## src/rtl/adder_share_sequencer.sv

```systemverilog
// Round-robin sequencer that time-shares one external 8-bit adder between two
// requesters, streaming multi-byte operands LSB-first with a registered carry.
module adder_share_sequencer #(
  parameter int NBYTES = 4
) (
  input  logic                  clk,
  input  logic                  rst_n,
  input  logic                  ena,
  input  logic                  r0_valid,
  output logic                  r0_ready,
  input  logic [8*NBYTES-1:0]   r0_a,
  input  logic [8*NBYTES-1:0]   r0_b,
  input  logic                  r0_cin,
  input  logic                  r1_valid,
  output logic                  r1_ready,
  input  logic [8*NBYTES-1:0]   r1_a,
  input  logic [8*NBYTES-1:0]   r1_b,
  input  logic                  r1_cin,
  output logic                  res_valid,
  input  logic                  res_ready,
  output logic                  res_id,
  output logic [8*NBYTES-1:0]   res_sum,
  output logic                  res_cout,
  output logic [7:0]            add_a,
  output logic [7:0]            add_b,
  output logic                  add_cin,
  input  logic [7:0]            add_sum,
  input  logic                  add_cout
);
  localparam int CW = (NBYTES > 1) ? $clog2(NBYTES) : 1;
  localparam logic [CW-1:0] LAST = CW'(NBYTES - 1);

  localparam logic [1:0] IDLE = 2'd0;
  localparam logic [1:0] RUN  = 2'd1;
  localparam logic [1:0] DONE = 2'd2;

  logic [1:0]             state_q, state_d;
  logic [CW-1:0]          cnt_q;
  logic                   carry_q;
  logic                   last_grant_q;
  logic                   owner_q;
  logic [NBYTES-1:0][7:0] a_q, b_q, work_q, sum_full;
  logic [8*NBYTES-1:0]    res_sum_q;
  logic                   res_id_q, res_cout_q;
  logic                   any_v, sel, accept, last_byte;

  always_comb begin
    any_v     = r0_valid | r1_valid;
    // On a tie the requester that did not win last time is chosen.
    sel       = (r0_valid & r1_valid) ? ~last_grant_q : r1_valid;
    r0_ready  = (state_q == IDLE) & ena & any_v & ~sel;
    r1_ready  = (state_q == IDLE) & ena & any_v & sel;
    accept    = r0_ready | r1_ready;
    last_byte = (cnt_q == LAST);

    state_d = state_q;
    case (state_q)
      IDLE:    if (accept) state_d = RUN;
      RUN:     if (ena && last_byte) state_d = DONE;
      DONE:    if (ena && res_ready) state_d = IDLE;
      default: state_d = IDLE;
    endcase

    add_a   = '0;
    add_b   = '0;
    add_cin = 1'b0;
    if (state_q == RUN) begin
      add_a   = a_q[cnt_q];
      add_b   = b_q[cnt_q];
      add_cin = carry_q;
    end

    // Working sum with the byte being added this cycle merged in, so the
    // published result is updated only once, at completion.
    sum_full        = work_q;
    sum_full[cnt_q] = add_sum;
  end

  always_ff @(posedge clk or negedge rst_n) begin
    if (!rst_n) begin
      state_q      <= IDLE;
      cnt_q        <= '0;
      carry_q      <= 1'b0;
      last_grant_q <= 1'b1;
      owner_q      <= 1'b0;
      a_q          <= '0;
      b_q          <= '0;
      work_q       <= '0;
      res_sum_q    <= '0;
      res_id_q     <= 1'b0;
      res_cout_q   <= 1'b0;
    end else begin
      state_q <= state_d;
      if (accept) begin
        a_q          <= r1_ready ? r1_a : r0_a;
        b_q          <= r1_ready ? r1_b : r0_b;
        carry_q      <= r1_ready ? r1_cin : r0_cin;
        owner_q      <= r1_ready;
        last_grant_q <= r1_ready;
        cnt_q        <= '0;
      end else if (state_q == RUN && ena) begin
        work_q[cnt_q] <= add_sum;
        carry_q       <= add_cout;
        cnt_q         <= cnt_q + CW'(1);
        if (last_byte) begin
          res_sum_q  <= sum_full;
          res_cout_q <= add_cout;
          res_id_q   <= owner_q;
          cnt_q      <= '0;
        end
      end
    end
  end

  assign res_valid = (state_q == DONE);
  assign res_sum   = res_sum_q;
  assign res_cout  = res_cout_q;
  assign res_id    = res_id_q;

endmodule
```

## config.mk

```make
export PLATFORM = sky130hd
export DESIGN_NAME = adder_share_sequencer
export DESIGN_NICKNAME = d
export VERILOG_FILES = /design/src/rtl/adder_share_sequencer.sv
export SDC_FILE = /design/constraint.sdc
export NUM_CORES = 1
export LEC_CHECK = 0
export BUFFER_PORTS_ARGS = -buffer_cell sky130_fd_sc_hd__buf_4
export CAP_MARGIN = 20
export CORE_ASPECT_RATIO = 0.6
export CORE_UTILIZATION = 46
export DETAILED_ROUTE_END_ITERATION = 8
export GPL_TIMING_DRIVEN = 0
export PLACE_DENSITY = 0.76
export SLEW_MARGIN = 15
export SYNTH_ARGS = -nofsm -noshare
export SYNTH_HDL_FRONTEND = slang
export SYNTH_SLANG_ARGS = --single-unit
export TNS_END_PERCENT = 5
```

## constraint.sdc

```tcl
create_clock -name clk -period 2.4 [get_ports clk]
set_clock_uncertainty 0.2 [all_clocks]
set_input_delay 0.12 -clock clk [delete_from_list [all_inputs] [get_ports clk]]
set_output_delay 0.12 -clock clk [all_outputs]
set_load 0.02 [all_outputs]
```

==> results of run 1 <==
==> critical path: cells and delay by family, from the launching register on <==
kind,cells,cell delay [ns]
flops,1,0.41
buf+inv,3,0.51
simple gates,1,0.20
mux,1,0.50
==> routing by layer <==
metal	part of all wire	up-vias	wire length, um	GRT usage
met2	0.48	337	11000	0.553
met5	0	-	0	0
met1	0.41	3093	9440	0.445
met4	0.036	0	827	0.154
met3	0.070	78	1600	0.0761
li1	-	2646	-	-
==> where the power goes <==
part	internal [mW]	switching [mW]	total, mW	leakage [nW]
combinational	2.62	2.48	5.10	2.78
sequential	3.19	0.610	3.80	1.61
clock	1.93	0.991	2.93	0.327
==> area by class of cell <==
class,instances,share of cell area
Sequential cell,129,0.320
Tap cell,170,0.0211
Timing Repair Buffer,343,0.293
Inverter,3,0.00111
Antenna cell,1,0.000248
Clock buffer,20,0.0462
Clock inverter,12,0.0201
Buffer,47,0.0276
Multi-Input combinational cell,328,0.271
==> sequential cells by signal (all words and copies together) (netlist names) <==
signal        cells
state_q           2
owner_q           1
b_q              32
carry_q           1
last_grant_q      1
res_sum          32
cnt_q             2
res_id            1
a_q              32
work_q           24
res_cout          1
==> placed cells by master (no fill, tap or decap), types with 2 or more instances in the layout <==
| master | n |
|---|---|
| and2_1 | 16 |
| clkbuf_8 | 3 |
| buf_6 | 5 |
| o21ai_0 | 24 |
| nand2_1 | 62 |
| dfrtp_1 | 127 |
| a21oi_1 | 4 |
| a31oi_1 | 2 |
| mux4_2 | 16 |
| dlygate4sd3_1 | 143 |
| inv_6 | 2 |
| clkinv_2 | 2 |
| clkbuf_4 | 2 |
| a221o_1 | 64 |
| nand3_4 | 3 |
| ha_1 | 4 |
| mux2_2 | 24 |
| inv_1 | 3 |
| mux2i_1 | 24 |
| a21boi_0 | 64 |
| clkbuf_1 | 19 |
| bufinv_16 | 5 |
| and2_4 | 2 |
| nor2_1 | 2 |
| clkbuf_16 | 17 |
| buf_12 | 2 |
| or3_1 | 2 |
| nand4_1 | 2 |
| and3_1 | 2 |
| clkinv_4 | 2 |
| buf_2 | 17 |
| buf_4 | 201 |
==> how the worst min path moves through the flow <==
stage	start	endpoint	slack [ns]	cells past startpoint
2_1_floorplan	rst_n	a_q[0]	-0.38	0
3_3_place_gp	r0_b[4]	b_q[4]	0.15	2
3_5_place_dp	rst_n	res_sum[12]	0.004	1
4_1_cts	rst_n	res_sum[12]	0.13	2
5_1_grt	rst_n	res_sum[12]	0.18	2
6_report	rst_n	work_q[13]	0.12	2
==> through the flow <==
step | utilization | hold slack (ns) | cells
floorplan | - | -0.376 | 507
global placement | 0.607 | 0.152 | 875
detailed placement | 0.609 | 0.00449 | 876
CTS | 0.776 | 0.129 | 1051
global route | 0.779 | 0.180 | 1053
finish | 0.779 | 0.122 | 1053
==> timing repair <==
item / CTS / global route
hold buffers: 143 / 0
gates resized for setup: 18 / 6
buffers inserted: 0 / 1
endpoints found under the setup margin: 58 / 24
gates cloned: 0 / 0
hold endpoints to repair: 199 / 0
pin swaps: 0 / 1
==> kinds of logic after synthesis <==
family / count (synthesis) / synth area share
compound gates: 159 / 0.208
fa+ha+maj: 4 / 0.00811
buf+inv: 50 / 0.0406
flops: 129 / 0.523
mux: 64 / 0.141
simple gates: 101 / 0.0793
==> impl_metrics.py, run 1 <==
metrics = {
    "clocking": {
        "cts_tree": "built",
        "cts_root_buffer": "clkbuf_16",
        "path_clk_slew_ns": 0.06,
        "clock_latency_ns": 0.41,
        "cts_buffers": 17,
        "htreeDepth": 4,
        "clock_path_buffers": 2,
        "clock-sinks": 129,
    },
    "timing": {
        "hold_viol_final": 0,
        "finalCriticalPeriod_ns": 2.36,
        "worst_slack_ns": 0.0427,
        "period_share": 0.982,
        "rsz0062_at_grt": "yes",
        "drv_slew": 0,
        "tightest_slew_ns": 0.718,
        "tns_ns": 0,
        "slew_headroom": 0.521,
        "max_freq_mhz": 424,
        "setup_viol": 0,
    },
    "die": {
        "ios": 199,
        "die_x_um": 152,
        "core_area_sq_um": 13000,
        "die_h_um": 91.7,
        "start_util": 0.476,
        "dieArea_sq_um": 13900,
        "fp-row-count": 32,
    },
    "pwr": {
        "p_total_mw": 11.8,
        "power_density_nw_per_um2": 1170,
        "p_leak_nw": 4.72,
        "irDropWorstVdd_mv": 0.554,
    },
    "status": {
        "outcome": "complete, no violations",
    },
    "logic_synthesis": {
        "synth_edf_count": 0,
        "synth_area_sq_um": 6170,
        "yosysUniqueCellTypes": 32,
        "syn_nets": 656,
        "yosys-top-cells-area": "dfrtp_1 52%, a221o_1 10%, a21boi_0 7.8%, mux4_2 5.8%, mux2_2 4.4%",
        "syn_avg_cell_area_sq_um": 12.2,
        "synthCells": 507,
        "synth_top_area_frac": 0.519,
        "synth_most_common_cell": "dfrtp_1",
        "ys_warn_count": 0,
        "seq_area_frac_synth": 0.523,
        "async_reset_ff_frac": 1.00,
        "synth_commonest_cells": "128 x dfrtp_1, 64 x a21boi_0, 64 x a221o_1",
        "ys_ff_latch": 129,
        "synthFlopType": "dfrtp_1",
        "yosysTopAreaCell": "dfrtp_1",
    },
    "worst_setup_path": {
        "reg2reg_depth": 5,
        "critical_path.max_stage_delay_ns": 0.50,
        "crit_required_ns": 2.08,
        "crit_fanout": 10,
        "critPathMostFrequentCell": "buf_12",
        "slowest_stage": "mux4_2",
        "cp-end-kind": "output pin",
        "timing.rr.start": "state_q[1]",
        "r2r_slack_ns": 0.13,
        "crit_start": "cnt_q[0]",
        "cp-endpoint": "add_a[6]",
        "path_cells": "buf_12, buf_12, mux4_2, and2_1, buf_4",
        "start_kind": "flop",
        "cp.arrival_ns": 2.04,
        "worst-setup-path-type": "reg2out",
        "r2r-end": "b_q[15]",
    },
    "placed_design": {
        "hpwl_um": 14300,
        "port_buffers": 198,
        "post-place-ws_ns": -0.578,
        "place_congestion": 0.854,
        "dpl_cell_area_sq_um": 7900,
    },
    "final_layout": {
        "regArea_sq_um": 3230,
        "area_delta_synth_final_pct": 63.7,
        "final_cell_area_sq_um": 10100,
        "drive_gt1_frac": 0.351,
        "multi_input_area_sq_um": 2740,
        "nets": 1018,
        "n_fill_cell": 777,
    },
    "global_routing": {
        "antenna_found_initial": 1,
        "grt_pass1_vias": 6435,
        "track_usage": 0.344,
        "grt_max_degree": 78,
        "grt.overflow.total": 0,
        "grt_pass1_wl_um": 34900,
    },
    "worst_hold_path": {
        "min_path_type": "in2async",
    },
    "detailed_routing": {
        "ant_nets": 0,
        "drt_wl_total_um": 22800,
        "post_drt_wl_per_cell_um": 21.7,
        "drc": 0,
        "viasPerCell": 5.84,
        "drt_iter0_drc": 399,
        "firstDrtPassIters": 5,
        "num_vias": 6154,
    },
    "flow_run": {
        "maxCapViolations": 0,
    },
}
Power figures use the tool's default switching activity.
==> inputs of run 2 (changes only) <==
- CELL_PAD_IN_SITES_DETAIL_PLACEMENT: unset -> 0
- CELL_PAD_IN_SITES_GLOBAL_PLACEMENT: unset -> 1
- CORE_UTILIZATION: 46 -> 36
- PLACE_DENSITY: 0.76 -> unset
- PLACE_DENSITY_LB_ADDON: unset -> 0.1
==> run 2 against run 1 <==
Compared with the run above: combinational power fell by 2%; utilization fell by 17 points; clock-buffer cell count fell by 2; cell area barely moved; sequential cell count did not move; global-route usage fell by 8.5 points; critical path type unchanged; critical endpoint is now add_a[0]; largest power group unchanged.
==> impl_metrics.py, run 2 (same netlist as run 1, synthesis figures left out) <==
metrics = {
    "global_routing": {
        "track_usage": 0.258,
        "antenna_found_initial": 0,
        "grt_pass1_vias": 5986,
        "grt_pass1_wl_um": 33600,
        "grt.overflow.total": 0,
        "grt_max_degree": 79,
    },
    "pwr": {
        "p_int_mw": 7.39,
        "swShare": 0.355,
        "p_switching_mw": 4.07,
        "irDropWorstVdd_mv": 0.552,
        "power_frac_seq": 0.328,
        "power_density_nw_per_um2": 1130,
        "power.share.clock": 0.235,
        "p_total_mw": 11.5,
        "combPwrFrac": 0.436,
        "p_leak_nw": 4.69,
    },
    "clocking": {
        "cts_buffers": 17,
        "path_clk_slew_ns": 0.06,
        "htreeDepth": 4,
        "cts_root_buffer": "clkbuf_16",
        "clock_latency_ns": 0.42,
        "cts_tree": "built",
        "clock-sinks": 129,
        "clock_path_buffers": 2,
    },
    "timing": {
        "finalCriticalPeriod_ns": 2.33,
        "rsz0062_at_grt": "yes",
        "slew_headroom": 0.565,
        "setup_viol": 0,
        "hold_viol_final": 0,
        "tightest_slew_ns": 0.652,
        "max_freq_mhz": 430,
        "tns_ns": 0,
        "drv_slew": 0,
        "period_share": 0.970,
    },
    "worst_setup_path": {
        "cp-end-kind": "output pin",
        "critPathTopFamily": "buffers and inverters",
        "crit_required_ns": 2.08,
        "worst-setup-path-type": "reg2out",
        "cp.arrival_ns": 2.01,
        "slowest_stage": "mux4_2",
        "critPathMostFrequentCell": "buf_12",
        "critPathBufInv": 3,
        "crit_fanout": 10,
        "reg2reg_depth": 7,
        "path_cells": "buf_12, buf_12, mux4_2, and2_1, buf_4",
        "critical_path.max_stage_delay_ns": 0.49,
        "start_kind": "flop",
        "worst-path-stages": 5,
    },
    "flow_run": {
        "maxCapViolations": 0,
    },
    "detailed_routing": {
        "drc": 0,
        "ant_nets": 0,
        "drt_wl_total_um": 21900,
        "firstDrtPassIters": 5,
        "viasPerCell": 5.26,
        "post_drt_wl_per_cell_um": 19.8,
        "num_vias": 5839,
        "drt_iter0_drc": 418,
    },
    "final_layout": {
        "layout_common_cells": "202 x buf_4, 143 x dlygate4sd3_1, 126 x dfrtp_1",
        "stdcell_count": 1111,
        "n_fill_cell": 1365,
        "drive_gt1_frac": 0.352,
        "nets": 1019,
        "final_common_cell": "buf_4",
        "area_delta_synth_final_pct": 63.8,
        "num_antenna_cells": 0,
    },
    "placed_design": {
        "port_buffers": 198,
        "hpwl_um": 14800,
        "place_congestion": 0.844,
        "place_inst": 934,
    },
    "die": {
        "core_area_sq_um": 16500,
        "die_h_um": 103,
        "die_x_um": 171,
        "ios": 199,
        "start_util": 0.374,
        "dieArea_sq_um": 17700,
        "fp-row-count": 36,
    },
    "worst_hold_path": {
        "min_path_type": "in2async",
    },
    "status": {
        "outcome": "complete, no violations",
    },
}
-- run 2: cell types whose count changed in the layout (fill, tap and decap cells not counted), moves of 2 or more --
cell | previous run | this run
bufinv_16 | 5 | 2
inv_6 | 2 | 7
clkbuf_8 | 3 | 1
inv_8 | 0 | 2
-- run 2: timing repair --
| item | in CTS | in global routing |
|---|---|---|
| hold buffers | 143 | 0 |
| pin swaps | 1 | 0 |
| setup buffers | 2 | 0 |
| hold endpoints to repair | 251 | 0 |
| gates cloned | 0 | 0 |
| gates resized for setup | 19 | 5 |
| setup endpoints to repair | 59 | 23 |
-- run 2: stage by stage --
stage           util  cell area (sq um)  setup slack (ns)  hold slack [ns]
6_report       0.613              10100            0.0722           0.0248
5_1_grt        0.613              10100          -0.00676           0.0698
4_1_cts        0.612              10100            0.0228           0.0226
3_5_place_dp   0.484               7970            -0.641          -0.0990
3_3_place_gp   0.482               7940            -0.590            0.146
2_1_floorplan      -               6170             0.145           -0.376
-- run 2: area by class of cell --
type / count / area (sq um) / share of cell area
Clock inverter: 14 / 165 / 0.0163
Sequential cell: 129 / 3230 / 0.320
Multi-Input combinational cell: 328 / 2730 / 0.270
Timing Repair Buffer: 344 / 2960 / 0.293
Buffer: 47 / 282 / 0.0278
Tap cell: 228 / 285 / 0.0282
Clock buffer: 18 / 439 / 0.0434
Inverter: 3 / 11.3 / 0.00111
-- run 2: metal layers --
metal  up-vias  wire length (um)  track usage
met3        26              1270       0.0502
met4         0               313       0.0817
met5         -                 0            0
met1      2949             10800        0.371
li1       2648                 -            -
met2       216              9570        0.395
-- run 2: path summary, 6_finish.rpt --
path | startpoint | to | slack [ns]
worst min register to register | owner_q | res_id | 0.28
max in group asynchronous | rst_n | last_grant_q | 1.16
worst min-delay path | rst_n | b_q[1] | 0.02
worst max register to register | cnt_q[0] | work_q[20] | 0.13
worst max-delay path | cnt_q[0] | add_a[0] | 0.07
min in group clk | ena | state_q[1] | 0.15
-- run 2: power by group through the flow --
stage                     sequential (mW)  combinational (mW)  clock [mW]
after global routing                 3.88                5.42        2.83
after floorplan                      3.88                2.74           0
final                                3.77                5.00        2.70
after global placement               3.73                4.59           0
after CTS                            3.75                4.98        2.73
after detailed placement             3.77                4.66           0
==> inputs of run 3 (changes only) <==
- CAP_MARGIN: 20 -> 0
- CORE_UTILIZATION: 36 -> 43
- clock period: 2.4 -> 3 ns (I/O delays scaled with it)
==> run 3 against run 2 <==
Compared with the run above: first-iteration DRC count down 2.6%; combinational power shrank 11%; sequential power is 20% lower; cell area shrank 1.4%; worst setup slack better by 0.15 ns; register-to-register slack better by 0.09 ns; die area down 16%; utilization is 11 points higher; wire length decreased by 7.5%; hold slack better by 0.0087 ns; critical path depth up 1; clock-buffer cell count is 1 higher; critical endpoint is now b_q[25].
==> impl_metrics.py, run 3 (same netlist as run 1, synthesis figures left out) <==
metrics = {
    "status": {
        "outcome": "complete, no violations",
    },
    "placed_design": {
        "place_inst": 898,
        "post-place-ws_ns": 0.144,
        "port_buffers": 198,
        "place_congestion": 0.833,
        "hpwl_um": 13800,
        "dpl_cell_area_sq_um": 7930,
    },
    "worst_setup_path": {
        "worst-setup-path-type": "reg2reg",
        "start_kind": "flop",
        "reg2reg_depth": 6,
        "r2r_slack_ns": 0.22,
        "crit_required_ns": 3.09,
        "r2r-end": "b_q[25]",
        "cp-end-kind": "flop",
        "cp.arrival_ns": 2.87,
        "timing.rr.start": "state_q[1]",
        "crit_fanout": 10,
    },
    "pwr": {
        "p_total_mw": 9.54,
        "p_switching_mw": 3.24,
        "swShare": 0.339,
        "combPwrFrac": 0.467,
        "power_density_nw_per_um2": 957,
        "p_int_mw": 6.30,
        "p_leak_nw": 4.70,
        "irDropWorstVdd_mv": 0.518,
        "power_frac_seq": 0.315,
        "power.share.clock": 0.217,
    },
    "clocking": {
        "cts_buffers": 17,
        "cts_root_buffer": "clkbuf_16",
        "cts_tree": "built",
        "clock_path_buffers": 2,
        "clock_latency_ns": 0.42,
        "htreeDepth": 4,
        "path_clk_slew_ns": 0.06,
        "clock-sinks": 129,
    },
    "die": {
        "start_util": 0.446,
        "die_h_um": 94.8,
        "dieArea_sq_um": 14900,
        "die_x_um": 157,
        "fp-row-count": 33,
        "core_area_sq_um": 13800,
        "ios": 199,
    },
    "final_layout": {
        "num_antenna_cells": 0,
        "final_cell_area_sq_um": 9970,
        "area_delta_synth_final_pct": 61.5,
        "final_common_cell": "buf_4",
        "drive_gt1_frac": 0.339,
        "layout_common_cells": "199 x buf_4, 145 x dlygate4sd3_1, 128 x dfrtp_1",
        "nets": 1019,
        "n_fill_cell": 1011,
        "stdcell_count": 1075,
        "post-route-util": 0.721,
    },
    "global_routing": {
        "top_usage_layer": "met2",
        "use_met2": 0.446,
        "antenna_found_initial": 0,
        "track_usage": 0.285,
        "use_met1": 0.400,
        "use_met3": 0.0564,
        "grt_max_degree": 85,
        "grt_pass1_vias": 5971,
        "grt.overflow.total": 0,
        "grt_pass1_wl_um": 31400,
    },
    "detailed_routing": {
        "firstDrtPassIters": 5,
        "num_vias": 5867,
        "viasPerCell": 5.46,
        "drt_iter0_drc": 407,
        "post_drt_wl_per_cell_um": 18.9,
        "drt_wl_total_um": 20300,
        "drc": 0,
        "ant_nets": 0,
    },
    "timing": {
        "hold_viol_final": 0,
        "worst_slack_ns": 0.219,
        "hold_slack_ns": 0.0335,
        "max_freq_mhz": 360,
        "slew_headroom": 0.637,
        "setup_viol": 0,
        "rsz0062_at_grt": "no",
        "tns_ns": 0,
        "finalCriticalPeriod_ns": 2.78,
        "tightest_slew_ns": 0.545,
        "period_share": 0.927,
        "drv_slew": 0,
    },
    "flow_run": {
        "maxCapViolations": 0,
    },
    "worst_hold_path": {
        "min_path_type": "in2async",
    },
}
## run 3: power by group through the flow
stage               clock, mW  combinational, mW  sequential [mW]
floorplan                   0               2.19             3.11
global placement            0               3.60             2.98
detailed placement          0               3.67             3.01
CTS                      2.09               4.41             2.99
global route             2.17               4.79             3.09
finish                   2.07               4.46             3.01
## run 3: what timing repair did
action                     in CTS  in global routing
setup endpoints to repair       0                  1
resized for setup               0                  2
hold buffers                  145                  0
setup buffers                   0                  0
hold endpoints to repair      250                  0
## run 3: critical path, cell delays in order (launching register included)
cell and delay (ns):
dfrtp_1 0.47, nor3b_4 0.43, buf_2 0.29, buf_2 0.27, a21boi_0 0.14, a221o_1 0.29
dlygate4sd3_1 0.57
## run 3: final cells by class
cell class                 count  area, sq um  share of cell area
buffer                        47          240              0.0241
timing repair buffer         344         2970               0.298
clock buffer                  19          433              0.0434
clock inverter                13          153              0.0153
inverter                       3         11.3             0.00113
multi-input combinational    328         2690               0.270
tap                          192          240              0.0241
sequential                   129         3230               0.324
## run 3: worst max-delay path by stage
stage,slack [ns],start,to,depth (start not counted)
floorplan,0.74,cnt_q[1],work_q[0],7
global placement,0.18,cnt_q[1],work_q[9],7
detailed placement,0.14,cnt_q[1],work_q[2],7
CTS,0.11,cnt_q[1],work_q[2],7
global route,0.06,state_q[1],b_q[25],6
finish,0.22,state_q[1],b_q[25],6
## run 3: layer usage
| layer | share of wire | vias to the layer above |
|---|---|---|
| li1 | - | 2650 |
| met1 | 0.47 | 2943 |
| met2 | 0.45 | 235 |
| met3 | 0.062 | 39 |
| met4 | 0.020 | 0 |
| met5 | 0 | - |
